## config.mk

```make
export PLATFORM = sky130hd
export DESIGN_NAME = nexys_starship_threat_ctrl
export DESIGN_NICKNAME = d
export VERILOG_FILES = /design/src/rtl/nexys_starship_pkg.sv /design/src/rtl/nexys_starship_threat_lane.sv /design/src/rtl/nexys_starship_threat_ctrl.sv
export SDC_FILE = /design/constraint.sdc
export NUM_CORES = 1
export LEC_CHECK = 0
export BUFFER_PORTS_ARGS = -buffer_cell sky130_fd_sc_hd__clkbuf_2
export CAP_MARGIN = 0
export CORE_MARGIN = 5
export CORE_UTILIZATION = 30
export DETAILED_ROUTE_END_ITERATION = 8
export HOLD_SLACK_MARGIN = 0.12
export PLACE_DENSITY = 0.43
export SLEW_MARGIN = 10
export SYNTH_ARGS = -nofsm -noshare
export SYNTH_HDL_FRONTEND = slang
export SYNTH_SLANG_ARGS = --single-unit
```

## constraint.sdc

```tcl
create_clock -name Clk -period 3.6 [get_ports Clk]
set_input_delay 0.72 -clock Clk [delete_from_list [all_inputs] [get_ports Clk]]
set_output_delay 0.72 -clock Clk [all_outputs]
set_load 0.02 [all_outputs]
```

## src/rtl/nexys_starship_pkg.sv

```systemverilog
// nexys_starship_pkg: shared lane encodings, lane indices and game constants for the threat controller.
package nexys_starship_pkg;
    typedef enum logic [1:0] {EMPTY = 2'b00, ALIVE = 2'b01, COOL = 2'b10} lane_state_t;
    localparam int LANE_TOP   = 0;
    localparam int LANE_BTM   = 1;
    localparam int LANE_LEFT  = 2;
    localparam int LANE_RIGHT = 3;
    localparam int NUM_LANES  = 4;
    localparam logic [1:0] INIT_LIVES = 2'd3;
    function automatic logic [2:0] popcount4(input logic [3:0] v);
        return 3'(v[0]) + 3'(v[1]) + 3'(v[2]) + 3'(v[3]);
    endfunction
endpackage

```

## src/rtl/nexys_starship_threat_lane.sv

```systemverilog
// nexys_starship_threat_lane: one lane's EMPTY/ALIVE/COOL lifecycle with its lifetime/cooldown counter.
module nexys_starship_threat_lane
    import nexys_starship_pkg::*;
#(
    parameter int LIFETIME = 50000,
    parameter int COOLDOWN = 10000
) (
    input  logic Clk,
    input  logic Reset,
    input  logic run,
    input  logic spawn,
    input  logic shoot,
    output logic monster,
    output logic kill_pulse,
    output logic damage_pulse,
    output logic kill_nxt,
    output logic damage_nxt
);
    lane_state_t state, state_nxt;
    logic [15:0] cnt, cnt_nxt;

    always_comb begin
        state_nxt  = state;
        cnt_nxt    = cnt;
        kill_nxt   = 1'b0;
        damage_nxt = 1'b0;
        if (!run) begin
            state_nxt = EMPTY;
            cnt_nxt   = '0;
        end else begin
            case (state)
                EMPTY: if (spawn) begin
                    state_nxt = ALIVE;
                    cnt_nxt   = 16'(LIFETIME - 1);
                end
                ALIVE: if (shoot || cnt == '0) begin
                    // a shot on the timeout cycle counts as a kill, never as damage
                    kill_nxt   = shoot;
                    damage_nxt = ~shoot;
                    state_nxt  = COOL;
                    cnt_nxt    = 16'(COOLDOWN - 1);
                end else begin
                    cnt_nxt = cnt - 16'd1;
                end
                COOL: begin
                    state_nxt = cnt == '0 ? EMPTY : COOL;
                    cnt_nxt   = cnt == '0 ? cnt : cnt - 16'd1;
                end
                default: state_nxt = EMPTY;
            endcase
        end
    end

    always_ff @(posedge Clk or posedge Reset) begin
        if (Reset) begin
            state        <= EMPTY;
            cnt          <= '0;
            monster      <= 1'b0;
            kill_pulse   <= 1'b0;
            damage_pulse <= 1'b0;
        end else begin
            state        <= state_nxt;
            cnt          <= cnt_nxt;
            monster      <= state_nxt == ALIVE;
            kill_pulse   <= kill_nxt;
            damage_pulse <= damage_nxt;
        end
    end
endmodule

```

## src/rtl/nexys_starship_threat_ctrl.sv

```systemverilog
// nexys_starship_threat_ctrl: four monster lanes plus the score/lives bookkeeping.
module nexys_starship_threat_ctrl
    import nexys_starship_pkg::*;
#(
    parameter int LIFETIME = 50000,
    parameter int COOLDOWN = 10000
) (
    input  logic       Clk,
    input  logic       Reset,
    input  logic       game_active,
    input  logic [3:0] spawn_req,
    input  logic [3:0] shoot,
    output logic [3:0] monster,
    output logic [3:0] kill_pulse,
    output logic [3:0] damage_pulse,
    output logic [7:0] score,
    output logic [1:0] lives,
    output logic       game_over
);
    logic       run;
    logic [3:0] kill_nxt, damage_nxt;
    logic [2:0] kills, hits;
    logic [8:0] score_sum;
    logic [1:0] lives_nxt;

    assign run = game_active & ~game_over;

    genvar i;
    generate
        for (i = 0; i < NUM_LANES; i++) begin : g_lane
            nexys_starship_threat_lane #(.LIFETIME(LIFETIME), .COOLDOWN(COOLDOWN)) u_lane (
                .Clk          (Clk),
                .Reset        (Reset),
                .run          (run),
                .spawn        (spawn_req[i]),
                .shoot        (shoot[i]),
                .monster      (monster[i]),
                .kill_pulse   (kill_pulse[i]),
                .damage_pulse (damage_pulse[i]),
                .kill_nxt     (kill_nxt[i]),
                .damage_nxt   (damage_nxt[i])
            );
        end
    endgenerate

    // score/lives update on the same edge that raises the lane pulses
    always_comb begin
        kills     = popcount4(kill_nxt);
        hits      = popcount4(damage_nxt);
        score_sum = {1'b0, score} + 9'(kills);
        lives_nxt = {1'b0, lives} <= hits ? 2'd0 : lives - hits[1:0];
    end

    always_ff @(posedge Clk or posedge Reset) begin
        if (Reset) begin
            score     <= '0;
            lives     <= INIT_LIVES;
            game_over <= 1'b0;
        end else begin
            score     <= score_sum[8] ? 8'hFF : score_sum[7:0];
            lives     <= lives_nxt;
            game_over <= lives_nxt == 2'd0;
        end
    end
endmodule

```

==> metrics.cfg <==
[synthesis]
synth_seq_area_share = 0.381
synthArstFlopShare = 1.00
synthesis.instances = 724
synth_enable_flop_cells = 0
post_synth_instance_area_um2 = 6250
ys_seq_elements = 95
synthDistinctLibCells = 73
syn_area_per_cell_um2 = 8.63
synthesis.yosys.warnings = 0
ys_dominant_reg_cell = sky130_fd_sc_hd__dfrtp_1
synth_nets = 764

[sta]
fin_worst_skew_ns = 0.00667
unrepaired_setup_endpoints_after_global_routing = false
final.setup.tns_ns = 0
drv_slew = 0
setup_viol = 0
layout_worst_path_cycle_share = 0.958
clock.fmax_mhz = 290
worst_slack_ns = 0.153
worst-slew-pin-transition_ns = 0.801
worst_hold_slack_ns = 0.462
maxSlewHeadroom = 0.464
hold_viol_final = 0
min_period_ns = 3.45

[global_route]
vias_in_the_first_global_route = 5710
grt-ovfl-total = 0
grt_util_all_layers = 0.155
grt_max_degree = 55
antenna_violations_before_repair = 0
grt_pass1_wl_mm = 30.4

[clocking]
cts.root.buffer_cell = sky130_fd_sc_hd__clkbuf_16
cts_sinks = 95
cts_max_level = 3
cts_tree = built
cts_inserted_buffers = 9
path_clk_slew_ns = 0.07
cts.path.max_buffers = 2
clk_latency_ns = 0.36

[power_and_ir_drop]
swShare = 0.487
ir_drop_mv = 0.316
internal-power_mw = 3.49
share_seq_of_total_power = 0.251
static-leakage-power_nw = 3.13
p_sw_mw = 3.31
clkPwrFrac = 0.151
comb_power_share = 0.598
powerDensity_nw_per_um2 = 944

[floorplan]
io_pins = 34
core_rows = 52
fp.coreArea_um2 = 20400
die-area_um2 = 23800
chipHeight_um = 154
die-width_um = 154
floorplan.initialDensity = 0.307

[route]
antenna_violating_nets_post_route = 0
drc_errors_left = 0
dr.first_iter.drc_count = 362
avgViaCountPerCell = 5.55
wl_per_cell_um = 17.4
routed_wirelength_mm = 18.1
detailed_routing_iteration_count_for_the_pre_antenna_repair_pass = 5
vias = 5781

[worst_hold_path]
timing.hold.worst.class = primary input to asynchronous set/reset pin

[critical_path]
reg2reg_slack_ns = 0.15
r2r.worst_path.cells = 14
timing.rr.start = g_lane[3].u_lane.cnt[1]$_DFFE_PP0P_
setup.worst_path.start = g_lane[3].u_lane.cnt[1]$_DFFE_PP0P_
critical_path.startpoint_type = flip-flop
worst_ep_arrival_time_ns = 3.69
path_class = flip-flop to flip-flop
setup.worst_path.end_class = flip-flop
required_ns = 3.84
critPathMaxFanout = 4
r2r_end = game_over$_DFF_PP0_

[layout]
area_growth_pct = 15.2
layout-drive-gt1-share = 0.149
final_core_utilization = 0.353
multiInputGateArea_um2 = 3550
finalNetCount = 806
final-seq-area_um2 = 2380
fill_cells = 2129
antenna-diode-count = 0

[placement]
port_buffers = 33
finalWeightedCongestion = 0.834
hpwlAfterDp_mm = 13.3
post-place-ws_ns = -0.0691

[outcome]
result_of_the_run = complete, no violations

[flow_run]
cap_viol_max_count = 0

[final cells by class]
| cell class | count | share of cell area |
|---|---|---|
| multi-input cells | 546 | 0.493 |
| flip-flops and latches | 95 | 0.331 |
| repair buffers | 72 | 0.0636 |
| well taps | 270 | 0.0469 |
| clock buffers | 12 | 0.0356 |
| inverters | 42 | 0.0222 |
| clock inverters | 4 | 0.00747 |
[Yosys cell counts (3+ instances only)]
library cell,instances,area (um^2)
sky130_fd_sc_hd__clkbuf_1,17,63.8
sky130_fd_sc_hd__nor2_1,54,203
sky130_fd_sc_hd__nand3_1,26,130
sky130_fd_sc_hd__dfrtp_1,93,2330
sky130_fd_sc_hd__buf_4,12,90.1
sky130_fd_sc_hd__or4_1,14,105
sky130_fd_sc_hd__ha_1,25,313
sky130_fd_sc_hd__a31o_2,3,26.3
sky130_fd_sc_hd__nor3_1,30,150
sky130_fd_sc_hd__or2_2,5,31.3
sky130_fd_sc_hd__o21ai_0,64,320
sky130_fd_sc_hd__a221oi_1,4,35.0
sky130_fd_sc_hd__xor2_1,4,35.0
sky130_fd_sc_hd__buf_1,3,11.3
sky130_fd_sc_hd__a32o_1,6,60.1
sky130_fd_sc_hd__nor3b_1,9,67.6
sky130_fd_sc_hd__o2bb2ai_1,4,35.0
sky130_fd_sc_hd__fa_1,4,80.1
sky130_fd_sc_hd__o21ai_1,7,35.0
sky130_fd_sc_hd__a21o_1,7,52.6
sky130_fd_sc_hd__nand3b_1,3,22.5
sky130_fd_sc_hd__a21oi_1,40,200
sky130_fd_sc_hd__o21a_1,4,30.0
sky130_fd_sc_hd__nand2b_1,11,68.8
sky130_fd_sc_hd__o31ai_1,5,37.5
sky130_fd_sc_hd__and3_1,5,31.3
sky130_fd_sc_hd__nor2b_1,13,81.3
sky130_fd_sc_hd__nand2_1,53,199
sky130_fd_sc_hd__nand4_1,10,62.6
sky130_fd_sc_hd__or3_1,16,100
sky130_fd_sc_hd__a211oi_1,7,52.6
sky130_fd_sc_hd__a31oi_1,25,156
sky130_fd_sc_hd__a211o_1,4,35.0
sky130_fd_sc_hd__a22o_1,7,61.3
sky130_fd_sc_hd__o22ai_1,3,18.8
sky130_fd_sc_hd__o211ai_1,8,60.1
sky130_fd_sc_hd__a311oi_1,3,26.3
sky130_fd_sc_hd__buf_2,6,30.0
sky130_fd_sc_hd__o31a_1,5,43.8
sky130_fd_sc_hd__inv_1,42,158
sky130_fd_sc_hd__o2111ai_1,5,43.8
sky130_fd_sc_hd__nor4_1,15,93.8
[flip-flops by register name, summed over array words and instances (netlist names)]
register	count
score	8
g_lane.u_lane.kill_pulse	4
g_lane.u_lane.monster	4
game_over	1
g_lane.u_lane.state	8
g_lane.u_lane.cnt	64
g_lane.u_lane.damage_pulse	4
lives	2
[per-layer routing]
layer	track usage	part of all wire	up-vias
met5	0	0	-
met4	0.0395	0.014	0
met3	0.0313	0.037	22
met2	0.256	0.48	138
met1	0.208	0.47	2838
li1	-	-	2783
[repair_timing]
action | in CTS | in global routing
resized for setup | 2 | 6
pin swaps | 1 | 5
endpoints found under the setup margin | 2 | 3
hold buffers | 0 | 0
buffers inserted | 0 | 2
[cells in the final DEF, fill, tap and decap left out, types with 6 or more instances in the layout]
master,netlist,layout
sky130_fd_sc_hd__or3_1,16,16
sky130_fd_sc_hd__ha_1,25,23
sky130_fd_sc_hd__clkbuf_2,2,33
sky130_fd_sc_hd__nor4_1,15,14
sky130_fd_sc_hd__nand2_1,53,53
sky130_fd_sc_hd__nor2_1,54,54
sky130_fd_sc_hd__a21oi_1,40,40
sky130_fd_sc_hd__buf_4,12,39
sky130_fd_sc_hd__nand2b_1,11,11
sky130_fd_sc_hd__a32o_1,6,6
sky130_fd_sc_hd__a21o_1,7,7
sky130_fd_sc_hd__inv_1,42,41
sky130_fd_sc_hd__o211ai_1,8,8
sky130_fd_sc_hd__a22o_1,7,7
sky130_fd_sc_hd__dfrtp_1,93,93
sky130_fd_sc_hd__nor2b_1,13,12
sky130_fd_sc_hd__o21ai_1,7,7
sky130_fd_sc_hd__a31oi_1,25,25
sky130_fd_sc_hd__nand4_1,10,10
sky130_fd_sc_hd__nand3_1,26,26
sky130_fd_sc_hd__or4_1,14,12
sky130_fd_sc_hd__clkbuf_16,0,9
sky130_fd_sc_hd__nor3_1,30,28
sky130_fd_sc_hd__o21ai_0,64,64
sky130_fd_sc_hd__nor3b_1,9,9
sky130_fd_sc_hd__a211oi_1,7,7
[critical path, cell delays in order, from the launching register on]
cell,delay (ns)
sky130_fd_sc_hd__dfrtp_1,0.38
sky130_fd_sc_hd__inv_1,0.08
sky130_fd_sc_hd__ha_2,0.20
sky130_fd_sc_hd__or3b_4,0.38
sky130_fd_sc_hd__or4_4,0.44
sky130_fd_sc_hd__nor3_4,0.21
sky130_fd_sc_hd__fa_1,0.44
sky130_fd_sc_hd__ha_1,0.20
sky130_fd_sc_hd__ha_1,0.27
sky130_fd_sc_hd__inv_1,0.06
sky130_fd_sc_hd__ha_4,0.27
sky130_fd_sc_hd__nand3b_1,0.07
sky130_fd_sc_hd__o21ai_0,0.07
sky130_fd_sc_hd__and3b_2,0.21
sky130_fd_sc_hd__nor2_1,0.04
[power groups by stage]
stage          registers (mW)  clock network (mW)  logic, mW
6_report                 1.71                1.03       4.07
5_1_grt                  1.75                1.10       4.54
4_1_cts                  1.71                1.07       4.01
3_5_place_dp             1.72                   0       3.97
3_3_place_gp             1.71                   0       3.95
2_1_floorplan            1.68                   0       2.79
[cells by family after synthesis]
kind of cell | share of synthesized area
AOI/OAI and AO/OA | 0.246
and+or+nand+nor | 0.240
muxes | 0.00320
xor gates and xnor gates | 0.00701
adders and majority gates | 0.0629
DFF | 0.381
buffers and inverters | 0.0599
[worst max-delay path by stage]
stage	to	slack [ns]	depth (start not counted)
floorplan	score[0]$_DFF_PP0_	0.005	13
global placement	game_over$_DFF_PP0_	-0.01	13
detailed placement	game_over$_DFF_PP0_	-0.07	14
CTS	game_over$_DFF_PP0_	0.002	14
global route	game_over$_DFF_PP0_	0.003	14
finish	game_over$_DFF_PP0_	0.15	14
[through the flow]
step	instance area, um^2	total power [mW]	cells
2_1_floorplan	6260	4.47	724
3_3_place_gp	6840	5.66	1023
3_5_place_dp	6840	5.69	1023
4_1_cts	7160	6.79	1039
5_1_grt	7200	7.39	1041
6_report	7200	6.80	1041
(Power assumes the default switching activity.)
